## config.mk

```make
export PLATFORM = sky130hd
export DESIGN_NAME = ps2_dir_decoder
export DESIGN_NICKNAME = d
export VERILOG_FILES = /design/src/rtl/ps2_dir_decoder.sv
export SDC_FILE = /design/constraint.sdc
export NUM_CORES = 1
export LEC_CHECK = 0
export CAP_MARGIN = 25
export CORE_AREA = 2 2 76 78
export DETAILED_ROUTE_END_ITERATION = 8
export DIE_AREA = 0 0 78 80
export HOLD_SLACK_MARGIN = 0.03
export PLACE_DENSITY_LB_ADDON = 0.08
export SYNTH_ARGS = -nofsm -noshare
export SYNTH_HDL_FRONTEND = slang
export SYNTH_SLANG_ARGS = --single-unit
```

## constraint.sdc

```tcl
create_clock -name clock -period 5.2 [get_ports clock]
set_clock_uncertainty 0.15 [all_clocks]
set_input_delay 1.3 -clock clock [delete_from_list [all_inputs] [get_ports clock]]
set_output_delay 1.3 -clock clock [all_outputs]
set_load 0.02 [all_outputs]
```

## src/rtl/ps2_dir_decoder.sv

```systemverilog
// ps2_dir_decoder
// -----------------------------------------------------------------------------
// Turns the PS/2 scancode stream from ps2_keyboard into one latched direction
// per player for game_logic. It tracks the E0 (extended) and F0 (break)
// prefixes, matches the key byte against a per-player 4-key keymap, suppresses
// typematic repeats with a held-key mask, homes every player on the restart
// key make, and pulses game_reset on the restart key release.
//
// Optional feature (macro PS2_DIR_REVERSE_BLOCK_EN):
//   When defined, a make that requests the exact opposite of a player's
//   current direction is dropped. The key is still marked held. Restart
//   homing bypasses this check.
//
// Parameters:
//   NUM_PLAYERS  - number of players (1..8)
//   KEYMAP       - NUM_PLAYERS*4 entries of {ext, code[7:0]}. Entry e=p*4+d
//                  sits at [9*e +: 9]; d is UP=0, DOWN=1, LEFT=2, RIGHT=3
//   HOME_DIRS    - direction per player after reset/restart, p0 in the LSBs
//   RESTART_CODE - non-extended restart key
//
// Ports:
//   clock       in   system clock (CLOCK_50 domain)
//   reset       in   synchronous, active-high
//   code_new    in   new-code flag (level); acted on at its rising edge
//   code        in   scancode byte, sampled in the rising-edge cycle
//   dir         out  latched direction per player, p0 in [1:0]
//   dir_changed out  one-cycle pulse per player whose dir value changed
//   game_reset  out  one-cycle pulse on restart key release
// -----------------------------------------------------------------------------
module ps2_dir_decoder #(
    parameter int                          NUM_PLAYERS  = 4,
    parameter logic [NUM_PLAYERS*36-1:0]   KEYMAP       = {
        9'h04B, 9'h03B, 9'h042, 9'h043,     // p3: RIGHT LEFT DOWN UP
        9'h033, 9'h02B, 9'h034, 9'h02C,     // p2
        9'h174, 9'h16B, 9'h172, 9'h175,     // p1 (extended arrows)
        9'h023, 9'h01C, 9'h01B, 9'h01D      // p0
    },
    parameter logic [NUM_PLAYERS*2-1:0]    HOME_DIRS    = 8'h1B,
    parameter logic [7:0]                  RESTART_CODE = 8'h29
) (
    input  logic                       clock,
    input  logic                       reset,
    input  logic                       code_new,
    input  logic [7:0]                 code,
    output logic [NUM_PLAYERS*2-1:0]   dir,
    output logic [NUM_PLAYERS-1:0]     dir_changed,
    output logic                       game_reset
);

    localparam int NUM_ENTRIES = NUM_PLAYERS * 4;

    typedef enum logic [1:0] {
        S_IDLE,
        S_EXT,
        S_BRK,
        S_EXT_BRK
    } state_t;

    state_t                     state_reg, state_next;
    logic                       code_new_reg;
    logic [NUM_ENTRIES-1:0]     held_reg, held_next;
    logic [NUM_PLAYERS*2-1:0]   dir_reg, dir_next;
    logic [NUM_PLAYERS-1:0]     dir_changed_reg, dir_changed_next;
    logic                       game_reset_reg, game_reset_next;

    logic                       code_event;
    logic                       is_e0, is_f0;
    logic                       key_event;
    logic                       key_ext, key_brk;
    logic                       restart_make;
    logic [NUM_ENTRIES-1:0]     entry_hit;
    logic [NUM_ENTRIES-1:0]     make_new;

    assign code_event = code_new & ~code_new_reg;
    assign is_e0      = (code == 8'hE0);
    assign is_f0      = (code == 8'hF0);
    // Anything that is not a prefix byte ends the sequence, mapped or not.
    assign key_event  = code_event & ~is_e0 & ~is_f0;
    assign key_ext    = (state_reg == S_EXT) || (state_reg == S_EXT_BRK);
    assign key_brk    = (state_reg == S_BRK) || (state_reg == S_EXT_BRK);

    assign restart_make    = key_event & ~key_ext & ~key_brk & (code == RESTART_CODE);
    assign game_reset_next = key_event & ~key_ext &  key_brk & (code == RESTART_CODE);

    // Prefix FSM
    always_comb begin
        state_next = state_reg;
        if (code_event) begin
            if (is_e0) begin
                case (state_reg)
                    S_IDLE:  state_next = S_EXT;
                    S_BRK:   state_next = S_EXT_BRK;
                    default: state_next = state_reg;
                endcase
            end else if (is_f0) begin
                case (state_reg)
                    S_IDLE:  state_next = S_BRK;
                    S_EXT:   state_next = S_EXT_BRK;
                    default: state_next = state_reg;
                endcase
            end else begin
                state_next = S_IDLE;
            end
        end
    end

    // Per-entry keymap match and held-mask update. A make sets the bit, a
    // break clears it; breaking an unheld key leaves it clear.
    genvar gi;
    generate
        for (gi = 0; gi < NUM_ENTRIES; gi++) begin : g_entry
            assign entry_hit[gi] = key_event && (KEYMAP[9*gi +: 9] == {key_ext, code});
            assign held_next[gi] = entry_hit[gi] ? ~key_brk : held_reg[gi];
            // Only a make of a key not already held is a fresh request.
            assign make_new[gi]  = entry_hit[gi] & ~key_brk & ~held_reg[gi];
        end
    endgenerate

    // Per-player direction update
    generate
        for (gi = 0; gi < NUM_PLAYERS; gi++) begin : g_player
            logic [3:0] req;
            logic [1:0] cur_dir;
            logic [1:0] req_dir;
            logic       req_valid;
            logic       req_ok;
            logic [1:0] player_next;

            assign req       = make_new[4*gi +: 4];
            assign cur_dir   = dir_reg[2*gi +: 2];
            assign req_valid = |req;
            // Lowest direction index wins when one code maps to several.
            assign req_dir   = req[0] ? 2'd0 :
                               req[1] ? 2'd1 :
                               req[2] ? 2'd2 : 2'd3;
`ifdef PS2_DIR_REVERSE_BLOCK_EN
            // Opposites differ only in bit 0 (UP/DOWN, LEFT/RIGHT).
            assign req_ok    = req_valid && (req_dir != (cur_dir ^ 2'b01));
`else
            assign req_ok    = req_valid;
`endif
            assign player_next = restart_make ? HOME_DIRS[2*gi +: 2] :
                                 req_ok       ? req_dir              : cur_dir;

            assign dir_next[2*gi +: 2]  = player_next;
            assign dir_changed_next[gi] = (player_next != cur_dir);
        end
    endgenerate

    always_ff @(posedge clock) begin
        if (reset) begin
            state_reg       <= S_IDLE;
            code_new_reg    <= 1'b0;
            held_reg        <= '0;
            dir_reg         <= HOME_DIRS;
            dir_changed_reg <= '0;
            game_reset_reg  <= 1'b0;
        end else begin
            state_reg       <= state_next;
            code_new_reg    <= code_new;
            held_reg        <= held_next;
            dir_reg         <= dir_next;
            dir_changed_reg <= dir_changed_next;
            game_reset_reg  <= game_reset_next;
        end
    end

    assign dir         = dir_reg;
    assign dir_changed = dir_changed_reg;
    assign game_reset  = game_reset_reg;

endmodule
```

==> run_results.csv <==
group,metric,value,unit
run_status,status,"completed",
pwr,intPower,0.408,mW
finish,area_growth_syn_to_layout,20.8,%
pwr,power,0.545,mW
logic_synthesis,synthXorXnorAreaFrac,0.477,%
logic_synthesis,synth_common_cells,"dfxtp_1, nor2_1, a21oi_1",
placement,pre_cts_slack,1390,ps
timing,setup_viol,0,
cts,clkSinkCount,32,
floorplanning,dieArea,0.00624,mm2
floorplanning,start_util,34.0,%
cts,clock_latency,290,ps
logic_synthesis,synth_edf_count,0,
timing,whs,351,ps
timing,post-route-min-period,3560,ps
worst_setup_path,worstPathRequired,5220,ps
global_routing,overflow,0,
pwr,powerDensity,246,mW/mm2
finish,instances_no_fill,307,
drt,num_vias,1728,
pwr,p_sw,0.137,mW
drt,viasPerCell,5.63,
cts,clockBufferDepth,2,
timing,rsz0062_at_grt,"false",
logic_synthesis,synth.most_common_cell,"dfxtp_1",
logic_synthesis,synthDistinctLibCells,61,
floorplanning,rows,27,
logic_synthesis,yosys.area_share.simple,36.6,%
logic_synthesis,syn_nets,226,
global_routing,grtUsageTotal,16.5,%
cts,cts.clk_slew.worst_paths,70,ps
cts,cts-buffers-inserted,5,
logic_synthesis,yosysSeqAreaShare,34.9,%
logic_synthesis,yosys-top-cells-area,"dfxtp_1, nor2_1, mux2i_1",
timing,relSlewSlack,48.6,%
hold_path,hold_path_class,"flop to flop",
global_routing,grt_max_degree,22,
cts,post_cts_buffers,0,
logic_synthesis,ys_ff_latch,32,
logic_synthesis,netlist_instances,215,
timing,worst_slack,1640,ps
timing,max_freq,281,MHz
finish,fin_nets,245,
drt,drtIter0Drc,72,
cts,tritoncts,"built",
drt,wl,4760,um
finish,final_util,41.1,%
finish,fin_area,0.00222,mm2
logic_synthesis,syn_area,0.00184,mm2
pwr,swShare,25.1,%
finish,drive_above_1_share,8.51,%
worst_setup_path,arrival,3580,ps
logic_synthesis,ys.flop_type,"dfxtp_1",
timing,period_share,68.4,%
pwr,ir_worst_vdd,0.0857,mV
floorplanning,pin_count,24,
drt,postRouteAntennaNets,0,
pwr,pwr-share-seq,45.8,%
logic_synthesis,synth_compound_area_share,19.9,%
timing,fin_tns_setup,0,ps
drt,dr.pass1.iters,4,
logic_synthesis,synth_warnings,0,
run,drv_cap,0,
timing,drv_slew,0,
worst_setup_path,cp-end-kind,"flop",
floorplanning,die_h,80,um
pwr,comb_power_share,9.2,%
logic_synthesis,synth_fa_ha_area_share,0,%
global_routing,grt_pass1_vias,1583,
global_routing,antenna_found_initial,0,
placement,placedCellCount,299,
placement,gp_congestion,0.814,
floorplanning,fp.dieW,78,um
worst_setup_path,cp-start-kind,"input pin",
drt,drc,0,
finish,diodes,0,
logic_synthesis,async_flop_share,0,%
logic_synthesis,muxShareOfSynthArea,4.36,%
floorplanning,core,0.00541,mm2
finish,largest_reg_flops,16,
pwr,clock_power_share,45.0,%
worst_setup_path,path_max_fanout,13,
cts,cts_hold_buf,0,
logic_synthesis,synth_area_per_cell,8.55,um2
placement,dp_hpwl,3460,um
logic_synthesis,synth_top_family_by_area,"simple AND/OR/NAND/NOR gates",
cts,h-tree-depth,2,
placement,io_buffers,23,
pwr,p_leak,0.696,nW
timing,hold_violations,0,
global_routing,grt_pass1_wl,8140,um
logic_synthesis,synth.largest_area_cell,"dfxtp_1",
worst_setup_path,crit_type,"input pin to flop",
logic_synthesis,synth_top_area_share,34.9,%
cts,root_buffer,"clkbuf_8",
placement,dpl_cell_area,0.00211,mm2
timing,tightest_slew,768,ps
drt,routedWlPerCell,15.5,um
cts,post_cts_resized,0,
==> cell families (layout without fill, tap and decap cells) <==
| family | count (synthesis) | count (layout) |
|---|---|---|
| xor+xnor | 1 | 1 |
| mux | 8 | 8 |
| simple gates | 108 | 108 |
| compound gates | 51 | 51 |
| buf+inv | 15 | 35 |
| flops | 32 | 32 |
==> layout by cell type (no fill, tap or decap), types with 2 or more instances in the layout <==
| cell type | count |
|---|---|
| clkdlybuf4s50_1 | 23 |
| nand4_1 | 5 |
| o21a_1 | 2 |
| nor3b_1 | 2 |
| nand4bb_1 | 4 |
| o21ai_0 | 4 |
| and4b_1 | 2 |
| o211ai_1 | 2 |
| nor3_1 | 11 |
| and3_1 | 2 |
| nand3_1 | 4 |
| a311oi_1 | 6 |
| nand3b_1 | 2 |
| a21oi_1 | 15 |
| or4b_1 | 2 |
| nor2_1 | 25 |
| or4_1 | 2 |
| nor4bb_1 | 2 |
| o31ai_1 | 6 |
| nand4b_1 | 3 |
| nor2b_1 | 8 |
| nor4_1 | 5 |
| mux2i_1 | 8 |
| clkbuf_8 | 5 |
| nor4_2 | 2 |
| nor4b_1 | 2 |
| inv_1 | 2 |
| dfxtp_1 | 32 |
| nand2_1 | 12 |
| or2_2 | 2 |
==> critical path, cell delays in order <==
cell and delay [ps]:
clkdlybuf4s50_1 760, and4bb_2 330, nand3b_1 270, o22a_1 280, o21a_1 180, or4_1 450
==> path summary, 6_finish.rpt <==
kind                                                start                        end  slack, ps  cells after the start
worst max-delay path                              code[3]          dir[4]$_SDFF_PP1_       1640                      6
worst min register to register          dir[0]$_SDFF_PP1_          dir[0]$_SDFF_PP1_        350                      2
worst min-delay path                    dir[0]$_SDFF_PP1_          dir[0]$_SDFF_PP1_        350                      2
worst max register to register  state_reg[1]$_SDFFE_PP0P_  dir_changed[3]$_SDFF_PP0_       2920                      5
==> per-layer routing <==
metal / track usage, % / up-vias / wire length (um) / share of wire [%]
li1: - / 873 / - / -
met1: 23.4 / 805 / 2360 / 50
met2: 24.8 / 41 / 2140 / 45
met3: 3.28 / 9 / 186 / 3.9
met4: 5.26 / 0 / 73 / 1.5
met5: 0 / - / 0 / 0
==> power groups by stage <==
| stage | Clock (mW) | Combinational [mW] | Sequential [mW] |
|---|---|---|---|
| 5_1_grt | 0.263 | 0.0556 | 0.250 |
| 6_report | 0.245 | 0.0504 | 0.249 |
| 4_1_cts | 0.250 | 0.0500 | 0.249 |
| 3_5_place_dp | 0 | 0.0498 | 0.255 |
| 3_3_place_gp | 0 | 0.0505 | 0.255 |
| 2_1_floorplan | 0 | 0.0329 | 0.254 |
==> layout make-up <==
type                            instances  area, um2
Multi-Input combinational cell        168       1130
Sequential cell                        32        641
Clock buffer                            5       68.8
Inverter                                3       11.3
Timing Repair Buffer                   24        238
Clock inverter                          3       42.5
Fill cell                             559       3190
Tap cell                               72       90.1
No activity file was read; power rests on OpenSTA's default activity.
